$ cat config.mk
export PLATFORM = sky130hd
export DESIGN_NAME = fetch_unit
export DESIGN_NICKNAME = d
export VERILOG_FILES = /design/src/rtl/fetch_unit.sv
export SDC_FILE = /design/constraint.sdc
export NUM_CORES = 1
export LEC_CHECK = 0
export ABC_AREA = 1
export BUFFER_PORTS_ARGS = -buffer_cell sky130_fd_sc_hd__buf_2
export CAP_MARGIN = 20
export CORE_MARGIN = 2
export CORE_UTILIZATION = 55
export CTS_CLUSTER_DIAMETER = 120
export CTS_CLUSTER_SIZE = 28
export DETAILED_ROUTE_END_ITERATION = 12
export HOLD_SLACK_MARGIN = 0.1
export MAX_ROUTING_LAYER = met4
export PLACE_DENSITY_LB_ADDON = 0.15
export SLEW_MARGIN = 40
export SYNTH_ARGS = -nofsm -noshare
export SYNTH_HDL_FRONTEND = slang
export SYNTH_SLANG_ARGS = --single-unit
export TNS_END_PERCENT = 1
$ cat constraint.sdc
create_clock -name clk -period 3.9 [get_ports clk]
set_clock_uncertainty 0.2 [all_clocks]
set_input_delay 0.195 -clock clk [delete_from_list [all_inputs] [get_ports clk]]
set_output_delay 0.195 -clock clk [all_outputs]
set_load 0.05 [all_outputs]
$ cat src/rtl/fetch_unit.sv
// rtl/fetch_unit.sv - instruction fetch stage: PC, IF/ID register, stall/redirect/halt/fault
module fetch_unit #(
    parameter logic [63:0] RESET_PC  = 64'h0,
    parameter int          MEM_BYTES = 72
) (
    input  logic        clk,
    input  logic        reset,
    input  logic        Stall,
    input  logic        Branch_Taken,
    input  logic [63:0] Branch_Target,
    input  logic [31:0] Instruction,
    output logic [63:0] Inst_Address,
    output logic [63:0] IF_ID_PC,
    output logic [31:0] IF_ID_Instruction,
    output logic        IF_ID_Valid,
    output logic        Halted,
    output logic        Fault,
    output logic [63:0] Fault_Addr,
    output logic [31:0] Fetch_Count
);

    localparam logic [31:0] NOP       = 32'h0000_0013;
    // Widened by one bit so address+offset comparisons can never wrap.
    localparam logic [64:0] LAST_BYTE = 65'(MEM_BYTES - 1);

    typedef enum logic [1:0] {
        ST_RUN,
        ST_HALT,
        ST_FAULT
    } state_t;

    state_t      state_q;
    logic [63:0] pc_q;
    logic [63:0] if_id_pc_q;
    logic [31:0] if_id_instr_q;
    logic        if_id_valid_q;
    logic        halted_q;
    logic        fault_q;
    logic [63:0] fault_addr_q;
    logic [31:0] fetch_count_q;

    logic        target_legal_d;
    logic        last_fetch_d;
    logic [63:0] pc_inc_d;
    logic [31:0] fetch_count_inc_d;

    // Legality of the redirect target and whether the word after PC would run off memory.
    always_comb begin
        target_legal_d    = (Branch_Target[1:0] == 2'b00) &&
                            (({1'b0, Branch_Target} + 65'd3) <= LAST_BYTE);
        last_fetch_d      = (({1'b0, pc_q} + 65'd7) > LAST_BYTE);
        pc_inc_d          = pc_q + 64'd4;
        fetch_count_inc_d = fetch_count_q + 32'd1;
    end

    // Fetch FSM: PC, IF/ID register, status flags and delivered-instruction counter.
    always_ff @(posedge clk) begin
        if (reset) begin
            state_q       <= ST_RUN;
            pc_q          <= RESET_PC;
            if_id_pc_q    <= 64'd0;
            if_id_instr_q <= NOP;
            if_id_valid_q <= 1'b0;
            halted_q      <= 1'b0;
            fault_q       <= 1'b0;
            fault_addr_q  <= 64'd0;
            fetch_count_q <= 32'd0;
        end else begin
            unique case (state_q)
                ST_FAULT: begin
                    // Parked until reset; keep feeding bubbles downstream.
                    if_id_pc_q    <= 64'd0;
                    if_id_instr_q <= NOP;
                    if_id_valid_q <= 1'b0;
                end
                default: begin
                    if (Branch_Taken) begin
                        // Redirect wins over stall and always flushes IF/ID.
                        if_id_pc_q    <= 64'd0;
                        if_id_instr_q <= NOP;
                        if_id_valid_q <= 1'b0;
                        halted_q      <= 1'b0;
                        if (target_legal_d) begin
                            pc_q    <= Branch_Target;
                            state_q <= ST_RUN;
                        end else begin
                            fault_q      <= 1'b1;
                            fault_addr_q <= Branch_Target;
                            state_q      <= ST_FAULT;
                        end
                    end else if (!Stall) begin
                        if (state_q == ST_HALT) begin
                            if_id_pc_q    <= 64'd0;
                            if_id_instr_q <= NOP;
                            if_id_valid_q <= 1'b0;
                        end else begin
                            if_id_pc_q    <= pc_q;
                            if_id_instr_q <= Instruction;
                            if_id_valid_q <= 1'b1;
                            fetch_count_q <= fetch_count_inc_d;
                            if (last_fetch_d) begin
                                halted_q <= 1'b1;
                                state_q  <= ST_HALT;
                            end else begin
                                pc_q <= pc_inc_d;
                            end
                        end
                    end
                end
            endcase
        end
    end

    assign Inst_Address      = pc_q;
    assign IF_ID_PC          = if_id_pc_q;
    assign IF_ID_Instruction = if_id_instr_q;
    assign IF_ID_Valid       = if_id_valid_q;
    assign Halted            = halted_q;
    assign Fault             = fault_q;
    assign Fault_Addr        = fault_addr_q;
    assign Fetch_Count       = fetch_count_q;

endmodule

=== After elaboration in Yosys (flattened, before gate mapping) ===
Cells that the tools add are included.

* Add/sub/neg operators: 4
* $mul: 0
* Div/mod/pow operators: 0
* $lt $le $gt $ge: 2
* Equality and inequality tests: 6
* Shifts and indexed selects: 0
* Multiplexer cells: 17
* Bitwise logic cells: 5
* Reductions and logical operators: 8

{| class="wikitable"
|+ Operator list
! kind !! number
|-
| 2-to-1 mux 64 bit || 6
|-
| adder 64 x 2 -> 65 bit, second input constant || 1
|-
| adder 64 x 3 -> 65 bit, second input constant || 1
|-
| > comparator 65 x 7 -> 1 bit, second input constant || 1
|-
| less-or-equal comparator 65 x 7 -> 1 bit, second input constant || 1
|-
| adder 64 x 3 -> 64 bit, second input constant || 1
|-
| adder 32 x 1 -> 32 bit, second input constant || 1
|-
| 2-to-1 mux 32 bit || 1
|-
| 2-to-1 mux 2 bit || 5
|-
| AND reduction 4 bit || 2
|-
| 2-to-1 mux 1 bit || 5
|-
| inverter 1 bit || 5
|-
| AND reduction 5 bit || 1
|-
| inequality test 2 x 1 -> 1 bit, second input constant || 2
|-
| inequality test 2 bit, second input constant || 2
|-
| AND reduction 3 bit || 1
|-
| OR reduction 3 bit || 1
|-
| == test 2 x 1 -> 1 bit, second input constant || 1
|-
| == test 2 bit, second input constant || 1
|-
| logical NOT 2 bit || 1
|-
| nonzero test 2 bit || 1
|-
| logical AND 1 bit || 1
|}

* Register bits: 261
* Bits in latches: 0
* Memory bits (writable): 0
* Bits in read-only memories: 0
* Bits of input ports: 100
* Output and inout port bits: 259
* Logic and storage cells: 51
* Memories kept: 0

=== Logic depth before layout (Yosys ltp) ===
* Depth in word-level cells: 6
* Depth in mapped cells: 23

=== Least setup slack after synthesis ===
OpenSTA, ideal clock, no wires.

* Path kind: flip-flop to flip-flop
* Start: register pc_q[0], in the netlist Inst_Address[0]
* End: register pc_q[5], in the netlist Inst_Address[5]
* Setup time: 113 ps
* Data arrival time: 2,951 ps
* Required time: 3,587 ps
* Setup slack: 636 ps
* Cell stages (with the launch flop): 22
* Path buffers: 1
* Cells stage by stage: dfxtp_1 inv_1 ha_1 inv_1 nand2_1 nand2_1 nand2_1 nor2_2 nand2_1 nor2_1 nor2_1 nor2_1 nand2_1 nor2_1 nand2_1 nor2_1 nand4_1 nand2_1 nand4_2 buf_2 nor2_1 nor2_1

* Cells in the longest elaborated chain, start to end: 5

{| class="wikitable"
|+ RTL lines
! what !! line !! text
|-
| start: declaration || 33 || <nowiki>logic [63:0] pc_q;</nowiki>
|-
| start signal: assignment || 84 || <nowiki>pc_q <= Branch_Target;</nowiki>
|-
| start signal: assignment || 105 || <nowiki>pc_q <= pc_inc_d;</nowiki>
|-
| parallel branches: the longest is 5 deep, another holds adder 64 x 3 -> 65 bit || - ||
|}

Parallel ways; which one is timed is not known. The select of a mux whose other input is x is not followed.
A chain may end at the register's enable or synchronous reset.

=== Worst setup path in the final report ===
* Start: input Branch_Target[0]
* End: register fault_addr_q[12], in the netlist Fault_Addr[12]

* Cells in the longest elaborated chain, start to end: 5

{| class="wikitable"
|+ RTL lines
! what !! line !! text
|-
| start: declaration || 10 || <nowiki>input logic [63:0] Branch_Target,</nowiki>
|-
| adder 64 x 2 -> 65 bit || 50 || <nowiki>(({1'b0, Branch_Target} + 65'd3) <= LAST_BYTE);</nowiki>
|-
| less-or-equal comparator 65 x 7 -> 1 bit || 50 ||
|-
| logical AND 1 bit (*) || 49 || <nowiki>target_legal_d = (Branch_Target[1:0] == 2'b00) &&</nowiki>
|-
| inverter 1 bit (no line) (*) || - ||
|-
| AND reduction 3 bit (no line) (*) || - ||
|-
| end signal: assignment || 88 || <nowiki>fault_addr_q <= Branch_Target;</nowiki>
|-
| end: declaration || 39 || <nowiki>logic [63:0] fault_addr_q;</nowiki>
|}

Mark *: on every way between the ends. The rest lies on a longest branch, timed or not.

==> flow_summary.ini <==
[placement]
port_buffers = 358
gp_congestion = 1.07
place.detailed.hpwl_mm = 42.3
dp_slack_ns = 0.190

[yosys]
yosys_warnings = 0
synth_top_cell_by_area = dfxtp_1
netlist_top_cells_area = dfxtp_1 (35%), nand2_1 (18%), nor2_1 (10%)
synth_cell_types = 38
ys_ff_latch = 260
syn_nets = 2493
synth_top_cell_area_share = 0.350
avgSynthCellArea_sq_um = 6.24
ys_seq_area_frac = 0.350
syn_area_sq_um = 14900
syn_inst = 2386

[routing]
ant_nets = 0
firstDrtPassIters = 6
routed_wl_mm = 57.4
via_count = 18000
via_per_inst = 5.73
drt_iter0_drc = 2065
route.detailed.drc = 0
wl_per_cell_microns = 18.3

[clock_tree]
cts_tree = built
insertion_delay_ns = 0.50
clock_path_buffers = 3
clk_pin_slew_ns = 0.10
clock-root-buffer = clkbuf_16
numCtsBuffers = 13
clock-sinks = 260
htree_num_levels = 1

[timing]
worst_hold_slack_ns = 0.267
finalCritPeriodShare = 0.940
hold_violations = 0
fin_ws_ns = 0.235
worst_pin_slew_ns = 0.836
slew-limit-headroom = 0.442
fin_crit_ns = 3.67
slew_violations = 0
setup_viol = 0
rsz0062_at_grt = no
clock.fmax_mhz = 273
finalSetupTns_ns = 0

[setup_path]
crit_required_ns = 4.07
crit_arrival_ns = 3.84
ff2ff_path_depth = 18
max_stage_delay_ns = 0.54
r2r-start = Inst_Address[18]
critical_path.endpoint = Fault_Addr[12]
startpoint = Branch_Target[0]
critPathKind = in2reg
path_buf_inv = 5
start_kind = primary input
r2r_setup_slack_ns = 0.45
cp_slowest_cell = dlygate4sd3_1
crit_fanout = 23
critPathTopFamily = simple AND/OR/NAND/NOR gates
crit_cells = 21
r2r-end = Inst_Address[51]
crit_chain = dlygate4sd3_1 > buf_2 > inv_1 > ha_1 > inv_1 > nand3_1 > nor2_4 > nand2_1 > xor2_1 > nand3_1 > a21oi_1 > o21ai_0 > nor2_1 > nand3_1 > nor2_1 > nand2_1 > nand2_1 > nand2_2 > buf_6 > a21oi_1 > nor2_1
end_kind = flip-flop

[grt]
grt_overflow = 0
grt_pass1_wl_mm = 88.6
track_usage = 0.399
first_global_vias = 16700
grt_max_degree = 96
antenna_found_initial = 2

[final_layout]
nNetsFinal = 2908
final_layout_size_suffix_gt1_frac = 0.168
post-route-util = 0.686
areaGrowthSynthToFinish_pct = 23.2

[hold_path]
hold_class = reg2reg
min_from = IF_ID_PC[23]

[power]
peakVddDrop_mv = 0.415
power_density_nw_per_um2 = 306
p_leak_nw = 7.82

[floorplan]
dieWidth_microns = 168
core_sq_um = 26700
ios = 359
rows = 60
initial_core_util = 0.557
die_h_microns = 168
die-area_sq_um = 28400

[job]
maxCapViolations = 0

[outcome]
status = finished clean
metrics by stage:
step	instances	instance area (sq um)	total power [mW]
after floorplan	2386	14900	3.68
after global placement	3025	16900	4.02
after detailed placement	3025	16900	4.04
after CTS	3141	18300	5.58
after global routing	3143	18300	5.80
final	3143	18300	5.61
worst min-delay path by stage:
stage          cells past startpoint                    to  slack [ns]
3_3_place_gp                       3  IF_ID_Instruction[4]        0.21
3_5_place_dp                       3  IF_ID_Instruction[0]        0.23
2_1_floorplan                      2  IF_ID_Instruction[0]        0.13
5_1_grt                            2          IF_ID_PC[29]        0.28
4_1_cts                            2           IF_ID_Valid        0.27
6_report                           2          IF_ID_PC[23]        0.27
synth_stat cells, drive strengths merged:
cell    instances
a211oi          2
a21oi         197
a31oi           3
and2            1
and3            5
buf            26
clkbuf         62
clkinv          2
dfxtp         260
ha              7
inv           220
nand2         714
nand3         118
nand3b         19
nand4          51
nor2          429
nor3           93
nor3b           5
nor4            3
o21a            8
o21ai          45
o22ai           3
o31ai          64
or2             5
xnor2           7
xor2           37
layout make-up:
class                   instances  area, sq um
flip-flops and latches        260         5200
well taps                     341          427
repair buffers                488         3050
inverters                     222          833
multi-input cells            1816         8460
diodes                          2         5.00
clock buffers                  13          325
clock inverters                 1         20.0
fillers                      2379         8400
sequential cells by signal, summed over array words and instances, names as in the netlist:
register,cells
IF_ID_PC,64
Fetch_Count,32
Fault,1
Inst_Address,64
IF_ID_Valid,1
IF_ID_Instruction,32
Fault_Addr,64
state_q,2
cells by family after synthesis:
| family | count (synthesis) | share of synthesized area |
|---|---|---|
| DFF | 260 | 0.350 |
| AOI/OAI and AO/OA | 322 | 0.121 |
| buffers and inverters | 310 | 0.0851 |
| adders and majority gates | 7 | 0.00589 |
| and+or+nand+nor | 1443 | 0.412 |
| xor gates and xnor gates | 44 | 0.0259 |
placed cells by master, fill, tap and decap left out, types with 2 or more instances in the layout:
cell type      count
nand3b_1          19
nor2_4            14
nor3_1            88
clkbuf_16         13
a31oi_1            3
nor4_1             2
o21a_1             8
o31ai_1           64
nand3_2            2
nor2_2            20
ha_1               7
o21ai_1           12
inv_1            209
or2_2              5
nand2_1          703
diode_2            2
o21ai_0           33
clkinv_1           2
buf_4             24
xnor2_1            7
buf_6              4
inv_2             11
nand4_1           49
xor2_1            37
nor3_2             5
o22ai_1            3
dfxtp_1          260
nand4_2            2
and3_1             5
nand2_2           10
nor3b_1            5
nor2_1           395
a21oi_1          197
dlygate4sd3_1    102
buf_2            357
a211oi_1           2
nand3_1          116
power breakdown:
part	switching [mW]	total, mW	internal, mW
sequential	0.0634	2.81	2.75
clock	0.878	1.50	0.620
combinational	0.937	1.30	0.363
total	1.88	5.61	3.73
timing repair:
item / 4_1_cts / 5_1_grt
endpoints found under the hold margin: 121 / 0
endpoints found under the setup margin: 0 / 111
setup buffers: 0 / 0
resized for setup: 0 / 8
hold buffers: 102 / 0
worst min-delay path, cell delays in order, from the launching register on:
cell and delay [ns]:
dfxtp_1 0.32, nand2_1 0.06, a21oi_1 0.05
metal layers:
metal | wire length (microns) | up-vias | track usage | share of wire
met1 | 21800 | 8168 | 0.481 | 0.38
met4 | 3150 | 0 | 0.180 | 0.055
met3 | 5190 | 248 | 0.0468 | 0.090
met2 | 27300 | 1078 | 0.674 | 0.48
li1 | - | 8511 | - | -
met5 | 0 | - | - | 0
Power figures use the tool's default switching activity.
